**src/rtl/kamus_pkg.sv**
```systemverilog
// kamus_pkg: shared LSU types, byte-enable constants and op helpers
package kamus_pkg;
  typedef enum logic [3:0] {LB, LH, LW, LBU, LHU, SB, SH, SW} lsu_op_t;
  typedef enum logic [1:0] {IDLE, REQ, WAIT, RESP} lsu_state_e;
  localparam logic [3:0] BE_ALL  = 4'b1111;
  localparam logic [3:0] BE_NONE = 4'b0000;
  function automatic logic is_store(lsu_op_t op);
    return op inside {SB, SH, SW};
  endfunction
endpackage

```
**src/rtl/kamus_lsu_align.sv**
```systemverilog
// kamus_lsu_align: store byte-enable/lane replication and load lane extraction with extension
module kamus_lsu_align
  import kamus_pkg::*;
(
  input  lsu_op_t     op,
  input  logic [1:0]  off,
  input  logic [31:0] wdata,
  input  logic [31:0] rdata,
  output logic [3:0]  be,
  output logic [31:0] wdata_rep,
  output logic [31:0] rdata_fmt
);
  logic [31:0] sh;
  logic [7:0]  b;
  logic [15:0] h;
  assign sh = rdata >> {off, 3'b000};
  assign b  = sh[7:0];
  assign h  = off[1] ? rdata[31:16] : rdata[15:0];
  always_comb begin
    be        = op == SB ? 4'b0001 << off : op == SH ? (off[1] ? 4'b1100 : 4'b0011) : BE_ALL;
    wdata_rep = op == SB ? {4{wdata[7:0]}} : op == SH ? {2{wdata[15:0]}} : wdata;
    rdata_fmt = op == LB  ? {{24{b[7]}}, b} :
                op == LBU ? {24'd0, b} :
                op == LH  ? {{16{h[15]}}, h} :
                op == LHU ? {16'd0, h} : rdata;
  end
endmodule

```
**src/rtl/kamus_lsu.sv**
```systemverilog
// kamus_lsu: single-transaction load/store controller (req/gnt/rvalid data-memory port)
// Optional misaligned-access trap: define KAMUS_LSU_MISALIGN_TRAP_EN
module kamus_lsu
  import kamus_pkg::*;
#(
  parameter int ADDR_W = 32,
  parameter int RD_W   = 5
) (
  input  logic              clk_i,
  input  logic              rst_i,
  input  logic              req_valid_i,
  output logic              req_ready_o,
  input  lsu_op_t           op_i,
  input  logic [ADDR_W-1:0] addr_i,
  input  logic [31:0]       wdata_i,
  input  logic [RD_W-1:0]   rd_i,
  input  logic              flush_i,
  output logic              resp_valid_o,
  output logic [31:0]       resp_rdata_o,
  output logic [RD_W-1:0]   resp_rd_o,
  output logic              resp_we_o,
  output logic              busy_o,
  output logic              misalign_o,
  output logic              dmem_req_o,
  output logic              dmem_we_o,
  output logic [3:0]        dmem_be_o,
  output logic [ADDR_W-1:0] dmem_addr_o,
  output logic [31:0]       dmem_wdata_o,
  input  logic              dmem_gnt_i,
  input  logic              dmem_rvalid_i,
  input  logic [31:0]       dmem_rdata_i
);
  lsu_state_e        state, state_n;
  lsu_op_t           op_q;
  logic [ADDR_W-1:0] addr_q;
  logic [31:0]       wdata_q, rdata_q, fmt, wrep;
  logic [RD_W-1:0]   rd_q;
  logic [3:0]        be;
  logic              killed, mis, mis_q, accept, st;

`ifdef KAMUS_LSU_MISALIGN_TRAP_EN
  assign mis = (op_i inside {LH, LHU, SH} && addr_i[0]) || (op_i inside {LW, SW} && addr_i[1:0] != 2'b00);
`else
  assign mis = 1'b0;
`endif

  assign accept = state == IDLE && req_valid_i && !flush_i;
  assign st     = is_store(op_q);

  kamus_lsu_align u_align (
    .op(op_q), .off(addr_q[1:0]), .wdata(wdata_q), .rdata(dmem_rdata_i),
    .be(be), .wdata_rep(wrep), .rdata_fmt(fmt)
  );

  always_comb begin
    state_n = state;
    unique case (state)
      IDLE:    if (accept) state_n = mis ? RESP : REQ;
      REQ:     if (dmem_gnt_i) state_n = WAIT; else if (flush_i) state_n = IDLE;
      WAIT:    if (dmem_rvalid_i) state_n = (killed || flush_i) ? IDLE : RESP;
      RESP:    state_n = IDLE;
      default: state_n = IDLE;
    endcase
  end

  always_ff @(posedge clk_i or posedge rst_i)
    if (rst_i) state <= IDLE;
    else       state <= state_n;

  always_ff @(posedge clk_i or posedge rst_i) begin
    if (rst_i) begin
      op_q    <= LB;
      addr_q  <= '0;
      wdata_q <= '0;
      rd_q    <= '0;
      rdata_q <= '0;
      killed  <= 1'b0;
      mis_q   <= 1'b0;
    end else begin
      if (accept) begin
        op_q    <= op_i;
        addr_q  <= addr_i;
        wdata_q <= wdata_i;
        rd_q    <= rd_i;
        killed  <= 1'b0;
        mis_q   <= mis;
        rdata_q <= 32'(addr_i);
      end
      // A flush after the grant cannot recall the access; remember to drop its response
      if ((state == REQ && dmem_gnt_i && flush_i) || (state == WAIT && flush_i)) killed <= 1'b1;
      if (state == WAIT && dmem_rvalid_i) rdata_q <= st ? '0 : fmt;
    end
  end

  assign req_ready_o  = state == IDLE;
  assign busy_o       = state != IDLE;
  assign dmem_req_o   = state == REQ;
  assign dmem_we_o    = dmem_req_o && st;
  assign dmem_be_o    = dmem_req_o ? be : BE_NONE;
  assign dmem_addr_o  = dmem_req_o ? {addr_q[ADDR_W-1:2], 2'b00} : '0;
  assign dmem_wdata_o = dmem_req_o ? wrep : '0;
  assign resp_valid_o = state == RESP && !flush_i;
  assign resp_rdata_o = resp_valid_o ? rdata_q : '0;
  assign resp_we_o    = resp_valid_o && !st && !mis_q;
  assign resp_rd_o    = resp_we_o ? rd_q : '0;
  assign misalign_o   = resp_valid_o && mis_q;
endmodule

```
**config.mk**
```make
export PLATFORM = sky130hd
export DESIGN_NAME = kamus_lsu
export DESIGN_NICKNAME = d
export VERILOG_FILES = /design/src/rtl/kamus_pkg.sv /design/src/rtl/kamus_lsu_align.sv /design/src/rtl/kamus_lsu.sv
export SDC_FILE = /design/constraint.sdc
export NUM_CORES = 1
export LEC_CHECK = 0
export CAP_MARGIN = 20
export CORE_UTILIZATION = 50
export DETAILED_ROUTE_END_ITERATION = 12
export PLACE_DENSITY = 0.9
export SETUP_SLACK_MARGIN = 0.4
export SLEW_MARGIN = 20
export SYNTH_ARGS = -nofsm -noshare
export SYNTH_HDL_FRONTEND = slang
export SYNTH_SLANG_ARGS = --single-unit
```
**constraint.sdc**
```tcl
create_clock -name clk_i -period 12.2 [get_ports clk_i]
set_input_delay 3.66 -clock clk_i [delete_from_list [all_inputs] [get_ports clk_i]]
set_output_delay 3.66 -clock clk_i [all_outputs]
set_load 0.01 [all_outputs]
```
==> key figures, run 1 <==
Critical path
  – Cells on worst reg2reg path: 4
  – Cell family contributing the most delay on the critical path: buffers and inverters
  – Worst EP required: 8.54 ns
  – Critical Path End Type: output port
  – Worst path max stage delay: slightly above 0.6 ns
  – Worst-path cell chain: clkdlybuf4s50_1 -> nor2_4 -> and2_1 -> clkdlybuf4s50_1
  – Setup slack of the most critical reg-to-reg path: 9.22 ns
  – Category of the most critical setup path: input port to output port
  – Cell repeated most along the worst path: clkdlybuf4s50_1
  – Count of buffer and inverter cells on the critical path: 2
  – Critical Path AT: roughly 5.6 ns
  – Kind of start point of the critical path: input port
  – Critical register-to-register path endpoint: rdata_q[2]$_DFFE_PP0P_
  – Top fanout value on the critical path: 39
  – R2R Path Start: op_q[0]$_DFFE_PP0P_
  – Cell with the largest stage delay on the worst path: nor2_4

Finish
  – Share of post-route cells with drive strength above 1: 4.870%
  – Synth-to-Final Area Change: 37.93%
  – Final Core Density: 70.45%
  – Number of inserted diodes: 0
  – Post-layout net count: ~1.1k

Global route
  – Fraction of met3 tracks used by global routing: 7.218%
  – Global routing met2 resource utilization: 50.86%
  – Pin count of the biggest net entering global routing: 105
  – Wire length of the first global-routing pass: roughly 31 mm
  – GR met1 Demand/Resource: 39.30%
  – Global-route usage over all layers: a little under a third
  – Overflow after GRT: 0
  – GRT busiest layer: met2
  – Number of antenna violations at the first check in global routing: 0
  – Via count of the first global-routing pass: 5,915

Pwr
  – Total design power: ~0.0015 W
  – P per Cell Area: 170.9 nW/µm²
  – Max IR drop VDD: approximately 0.086 mV
  – Leakage power: about 4.0 nW

Floorplanning
  – Number of primary I/O pins: 223
  – Height of the die: 115.5 µm
  – Placeable Area: 12,620 µm²
  – Std cell rows: 41
  – Starting density of the core: approximately half
  – Die boundary width: 115.5 µm
  – Die ar.: 13,350 µm²

Clock tree
  – H-tree Lvls: 3
  – Sinks on the clock net: 108
  – Setup bufs post-CTS: 0
  – Hold buffer count at CTS: 0
  – Clock edge transition at the registers on the reported setup and hold paths: 0.07 ns
  – Buffer depth of the longest clock path: 2
  – Number of clock buffers inserted by TritonCTS: 9
  – CTS tree: yes
  – Cts repair resizes: 0
  – Clock Latency Late Sink: about 0.35 ns
  – Clock Tree Root: clkbuf_16

STA
  – Pins over their slew limit: 0
  – Post-Route Setup TNS: 0 ns
  – Relative slew slack: a little under a third
  – Total count of hold-check failures in the final report: 0
  – Final critical-path required period: just over 9 ns
  – Setup Skew: 0.005760 ns
  – Number of setup violations in the final report: 0
  – Actual slew at the worst max-slew pin: about 1.0 ns
  – Post-route clock period utilization: 76.11%
  – Setup repair after global routing missed its margin: false
  – Max Fclk: between 100 and 150 MHz

Hold path
  – Hold Path Depth: 2
  – Hold/Removal Path Class: register to register
  – End point of the most critical hold path: addr_q[4]$_DFFE_PP0P_
  – Hold path start: addr_q[4]$_DFFE_PP0P_

Yosys
  – Number of flops mapped to enable cells by yosys: 0
  – Leading cell types by total area after synthesis: dfrtp_1, nand2_1, and2_1
  – Proportion of synthesized chip area in sequential cells: 41.93%
  – Cell taking the most area after synthesis: dfrtp_1
  – Ys flop type: dfrtp_1
  – Ys Warns: 0
  – Post-Synthesis Cells: 788
  – Netlist area before placement: between 6000 and 7000 µm²
  – Syn_area_per_cell: 8.180 µm²
  – Top-area cell type share of the netlist area: 41.93%
  – Async set-or-reset flop fraction in the synthesized netlist: 100.0%
  – Count of unique library cells instantiated by Yosys: 51
  – Total of flip-flops plus latches after synthesis: 108

Detailed routing
  – DRC violation count after routing: 0
  – Mean routed wirelength per cell: roughly 18 µm
  – DRT iter0 DRCs: approximately 470
  – Detailed-route via count: 6,228
  – Final routed wirelength across all metal layers: 20.06 mm
  – Detailed-router iteration count before antenna repair: 7
  – Avg Vias per Cell: 5.478
  – Post-detailed-route count of antenna-violating nets: 0

Run status
  – Run status: finished, final reports clean

Flow run
  – # Max-Cap Violations: 0

Placed design
  – RD Place Congestion: 0.9067
  – Number of buffers added on ports: 219
  – DPL Wire Length: 13.98 mm
worst max-delay path by stage:
| stage | startpoint | end | slack, ns | depth (start not counted) |
|---|---|---|---|---|
| 2_1_floorplan | flush_i | resp_rdata_o[13] | 4.12 | 4 |
| 3_3_place_gp | flush_i | resp_rd_o[4] | 2.66 | 4 |
| 3_5_place_dp | flush_i | resp_rd_o[4] | 2.55 | 4 |
| 4_1_cts | flush_i | resp_rd_o[4] | 2.55 | 4 |
| 5_1_grt | flush_i | resp_rd_o[4] | 2.77 | 4 |
| 6_report | flush_i | resp_rdata_o[28] | 2.92 | 4 |
logic make-up (layout without fill, tap and decap cells):
family | Yosys count | in the layout | synth area share (%)
AO/OA/AOI/OAI | 139 | 139 | 14.46
XOR/XNOR | 3 | 3 | 0.5242
buffers and inverters | 71 | 246 | 5.939
flip-flops | 108 | 108 | 41.93
multiplexers | 25 | 25 | 5.590
other | 1 | 3 | 0.05817
AND/OR/NAND/NOR | 441 | 441 | 31.50
area by class of cell:
type | count | area (µm²)
Fill cell | 979 | 3729
Sequential cell | 108 | 2703
Tap cell | 172 | 215.2
Timing Repair Buffer | 226 | 2272
Multi-Input combinational cell | 611 | 3397
Clock buffer | 10 | 229.0
Inverter | 5 | 21.27
Clock inverter | 5 | 53.80
Yosys cell counts, types with 7 or more instances:
master / count
mux2_1: 8
and3_1: 13
nand2_1: 288
a31o_1: 11
nand3_1: 7
buf_4: 15
a31oi_1: 19
a21oi_1: 33
nor2_1: 20
o21ai_0: 26
dfrtp_1: 108
and2_1: 82
nor3_1: 8
buf_2: 24
a211oi_1: 8
clkbuf_1: 23
o21a_1: 7
mux2i_1: 9
mux4_2: 8
o32ai_1: 8
worst register-to-register path, delay by kind of cell (launching register included):
kind / cells / cell delay (ns)
xor+xnor: 1 / 0.83
simple gates: 1 / 0.41
compound gates: 2 / 0.63
flops: 1 / 0.98
routing by layer:
layer  routed length, µm  vias up
met5                   0        -
met4                 510        0
met3                1782       37
met2                9653      278
met1                8109     2950
li1                    -     2963
placed cells by master, fill, tap and decap left out, drive strengths merged, types with 3 or more instances in the layout:
cell           Yosys  layout
o21ai             28      28
nand2            288     288
and2              82      82
clkbuf            23      10
a31oi             19      19
nand3              7       7
or2                3       3
buf               43       7
clkdlybuf4s50      0     219
mux2               8       8
a21boi             9       9
nor2              22      22
dfrtp            108     108
clkinv             0       4
inv                5       5
o21a               7       7
conb               1       3
and3              13      13
o32ai              8       8
a21oi             33      33
nor3               9       9
nand2b             4       4
a221oi             6       6
a31o              11      11
mux4               8       8
mux2i              9       9
nand3b             4       4
a211oi            11      11
flip-flops by register name (all words and copies together), names as in the netlist:
name     flops
rd_q         5
state        2
killed       1
addr_q      32
op_q         4
wdata_q     32
rdata_q     32
through the flow:
stage	area, µm²	setup WS (ns)	instances	hold slack, ns
final	8891	2.915	1137	0.4716
after floorplan	6454	4.123	790	0.4374
after CTS	8856	2.549	1136	0.4714
after global routing	8891	2.771	1137	0.4883
after detailed placement	8573	2.554	1121	0.4545
after global placement	8558	2.662	1120	0.4493
power breakdown:
group,internal [W],switching (W),total (W),leakage [nW]
Clock,0.000158,0.000131,0.000288,0.142
Sequential,0.000495,0.000127,0.000623,1.33
Combinational,0.000289,0.000319,0.000608,2.52
Total,0.000942,0.000578,0.00152,4.00
(Power assumes the default switching activity.)
==> run 2, diff against run 1 <==
CORE_UTILIZATION = 46   (was 50)
PLACE_DENSITY = 0.84   (was 0.9)
clock period = 9.45 ns   (was 12.2 ns; I/O delays follow)
==> run 2 against run 1 <==
  * Count of clock-buffer cells in the layout rose by 3
  * Worst hold slack got worse by 0.0038 ns
  * Wire length rose by 0.90%
  * Critical path depth rose by 1
  * Clock skew rose by 0.0015 ns
  * Design area barely moved
  * Global-route usage fell by 2.0 points
  * Flip-flop and latch count did not move
  * Register-to-register slack got worse by 2.7 ns
  * Combinational power rose by 30%
  * Critical path type unchanged
  * Power rose by 31%
==> key figures, run 2 (synthesized netlist as in run 1, its figures left out) <==
Detailed routing
  – Mean routed wirelength per cell: 17.72 µm (was 17.64 µm)
  – Post-detailed-route count of antenna-violating nets: 0 (unchanged)
  – DRT iter0 DRCs: 447 (was 468)
  – Final routed wirelength across all metal layers: 20.24 mm (was 20.06 mm)
  – DRC violation count after routing: 0 (unchanged)
  – Detailed-route via count: 6,204 (was 6,228)
  – Avg Vias per Cell: 5.433 (was 5.478)
  – Detailed-router iteration count before antenna repair: 5 (was 7)

Critical path
  – Critical Path AT: 4.62 ns (was 5.62 ns)
  – Cell with the largest stage delay on the worst path: clkdlybuf4s50_1 (was nor2_4)
  – Critical path launch point: flush_i (unchanged)
  – Worst EP required: 6.62 ns (was 8.54 ns)
  – Critical Path Sink: resp_rdata_o[23] (was resp_rdata_o[28])
  – Critical Path End Type: output port (unchanged)
  – Worst path max stage delay: 0.56 ns (was 0.61 ns)
  – Top fanout value on the critical path: 39 (unchanged)
  – Category of the most critical setup path: input port to output port (unchanged)
  – Logic depth of the worst path, buffers included: 5 (was 4)
  – R2R Path Start: addr_q[1]$_DFFE_PP0P_ (was op_q[0]$_DFFE_PP0P_)
  – Setup slack of the most critical reg-to-reg path: 6.55 ns (was 9.22 ns)
  – Cell repeated most along the worst path: clkdlybuf4s50_1 (unchanged)
  – Critical register-to-register path endpoint: rdata_q[2]$_DFFE_PP0P_ (unchanged)
  – Cells on worst reg2reg path: 4 (unchanged)
  – Worst-path cell chain: clkdlybuf4s50_1 -> nor2_2 -> buf_4 -> and2_1 -> clkdlybuf4s50_1 (was clkdlybuf4s50_1 -> nor2_4 -> and2_1 -> clkdlybuf4s50_1)
  – Kind of start point of the critical path: input port (unchanged)
  – Cell family contributing the most delay on the critical path: buffers and inverters (unchanged)
  – Count of buffer and inverter cells on the critical path: 3 (was 2)

Floorplanning
  – Height of the die: 120.4 µm (was 115.5 µm)
  – Number of primary I/O pins: 223 (unchanged)
  – Std cell rows: 42 (was 41)
  – Die ar.: 14,490 µm² (was 13,350 µm²)
  – Die boundary width: 120.4 µm (was 115.5 µm)
  – Starting density of the core: 47.92% (was 51.08%)
  – Placeable Area: 13,450 µm² (was 12,620 µm²)

STA
  – Setup repair after global routing missed its margin: false (unchanged)
  – Total count of hold-check failures in the final report: 0 (unchanged)
  – Setup Skew: 0.007301 ns (was 0.005760 ns)
  – Actual slew at the worst max-slew pin: 1.029 ns (was 1.028 ns)
  – Pins over their slew limit: 0 (unchanged)
  – Max Fclk: between 100 and 150 MHz
  – Post-Route Setup TNS: 0 ns (unchanged)
  – Final critical-path required period: 7.457 ns
  – Post-route clock period utilization: 78.91%
  – Worst setup margin: 1.993 ns (was 2.915 ns)
  – Relative slew slack: 31.12% (was 31.23%)
  – Number of setup violations in the final report: 0 (unchanged)

Finish
  – Share of post-route cells with drive strength above 1: 4.969% (was 4.870%)
  – Layout fillers: 1,123 (was 979)
  – Summed area of non-filler cells in the final layout: 8900 µm² (was 8891 µm²)
  – Final cell count without fillers: 1,142 (was 1,137)
  – Post-layout net count: 1,072 (unchanged)
  – Commonest non-fill, non-tap cell in the layout: nand2_1 (unchanged)
  – Number of inserted diodes: 0 (unchanged)
  – Sequential cell area in the final layout: 2703 µm² (unchanged)
  – Synth-to-Final Area Change: 38.06% (was 37.93%)
  – Commonest cells after routing, fill and taps aside: nand2_1, clkdlybuf4s50_1, dfrtp_1, and2_1, a21oi_1 (unchanged)
  – Area taken by multi-input logic gates: 3390 µm² (was 3397 µm²)
  – Registers with the most flip-flops: addr_q (32), rdata_q (32), wdata_q (32) (unchanged)

Placed design
  – RD Place Congestion: 0.9225 (was 0.9067)
  – DPL Wire Length: 13.95 mm (was 13.98 mm)
  – Number of buffers added on ports: 219 (unchanged)
  – Worst-case setup slack after placement: 1.979 ns (was 2.554 ns)
  – Number of placed cells counting well taps: 1,125 (was 1,121)
  – Placed standard-cell area: 8571 µm² (was 8573 µm²)

Clock tree
  – Number of clock buffers inserted by TritonCTS: 9 (unchanged)
  – Hold buffer count at CTS: 0 (unchanged)
  – H-tree Lvls: 3 (unchanged)
  – Cts repair resizes: 0 (unchanged)
  – CTS tree: yes (unchanged)
  – Sinks on the clock net: 108 (unchanged)
  – Clock edge transition at the registers on the reported setup and hold paths: 0.07 ns (about the same)
  – Buffer depth of the longest clock path: 2 (unchanged)
  – Clock Latency Late Sink: 0.36 ns (was 0.35 ns)
  – Setup bufs post-CTS: 0 (unchanged)
  – Clock Tree Root: clkbuf_16 (unchanged)

Pwr
  – P per Cell Area: 223.1 nW/µm² (was 170.9 nW/µm²)
  – Leakage power: 3.999 nW (was 3.998 nW)
  – Total design power: 0.001985 W (was 0.001519 W)
  – Max IR drop VDD: 0.1271 mV (was 0.08565 mV)

Flow run
  – # Max-Cap Violations: 0 (unchanged)

Run status
  – Run status: finished, final reports clean (unchanged)

Global route
  – Wire length of the first global-routing pass: 32.46 mm (was 31.34 mm)
  – Global-route usage over all layers: 28.87% (was 30.88%)
  – Overflow after GRT: 0 (unchanged)
  – Number of antenna violations at the first check in global routing: 0 (unchanged)
  – Via count of the first global-routing pass: 6,093 (was 5,915)
  – Pin count of the biggest net entering global routing: 80 (was 105)

Hold path
  – Hold path start: addr_q[7]$_DFFE_PP0P_ (was addr_q[4]$_DFFE_PP0P_)
  – Hold/Removal Path Class: register to register (unchanged)
## run 2: how the worst min path moves through the flow
stage | depth (start not counted) | endpoint
6_report | 2 | addr_q[7]$_DFFE_PP0P_
5_1_grt | 2 | addr_q[7]$_DFFE_PP0P_
4_1_cts | 2 | addr_q[7]$_DFFE_PP0P_
3_5_place_dp | 2 | addr_q[7]$_DFFE_PP0P_
3_3_place_gp | 2 | addr_q[3]$_DFFE_PP0P_
2_1_floorplan | 2 | rd_q[0]$_DFFE_PP0P_
## run 2: per-layer routing
layer	routed length (µm)	vias to the layer above	global-route usage, %
li1	-	2970	-
met1	8511	2912	37.76
met2	9388	293	46.55
met3	1870	29	6.745
met4	466	0	10.80
met5	0	-	0
## run 2: power breakdown
part | total, W | internal (W) | switching [W]
Combinational | 0.000788 | 0.000372 | 0.000416
Sequential | 0.000798 | 0.000640 | 0.000158
Clock | 0.000399 | 0.000228 | 0.000172
Total | 0.00199 | 0.00124 | 0.000746
## run 2: worst min-delay path: cells and delay by family, from the launching register on
family        cells  cell delay [ns]
flops             1             0.34
simple gates      2             0.10
## run 2: metrics by stage
step / hold slack (ns) / utilization [%]
2_1_floorplan: 0.4374 / -
3_3_place_gp: 0.4499 / 63.71
3_5_place_dp: 0.4542 / 63.71
4_1_cts: 0.4714 / 66.04
5_1_grt: 0.4873 / 66.16
6_report: 0.4677 / 66.16
## run 2: area by class of cell
type                    instances  area share [%]
flip-flops and latches        108           30.37
inverters                       5          0.2390
clock buffers                  13           3.037
clock inverters                 3          0.4921
multi-input cells             611           38.09
well taps                     176           2.474
repair buffers                226           25.31
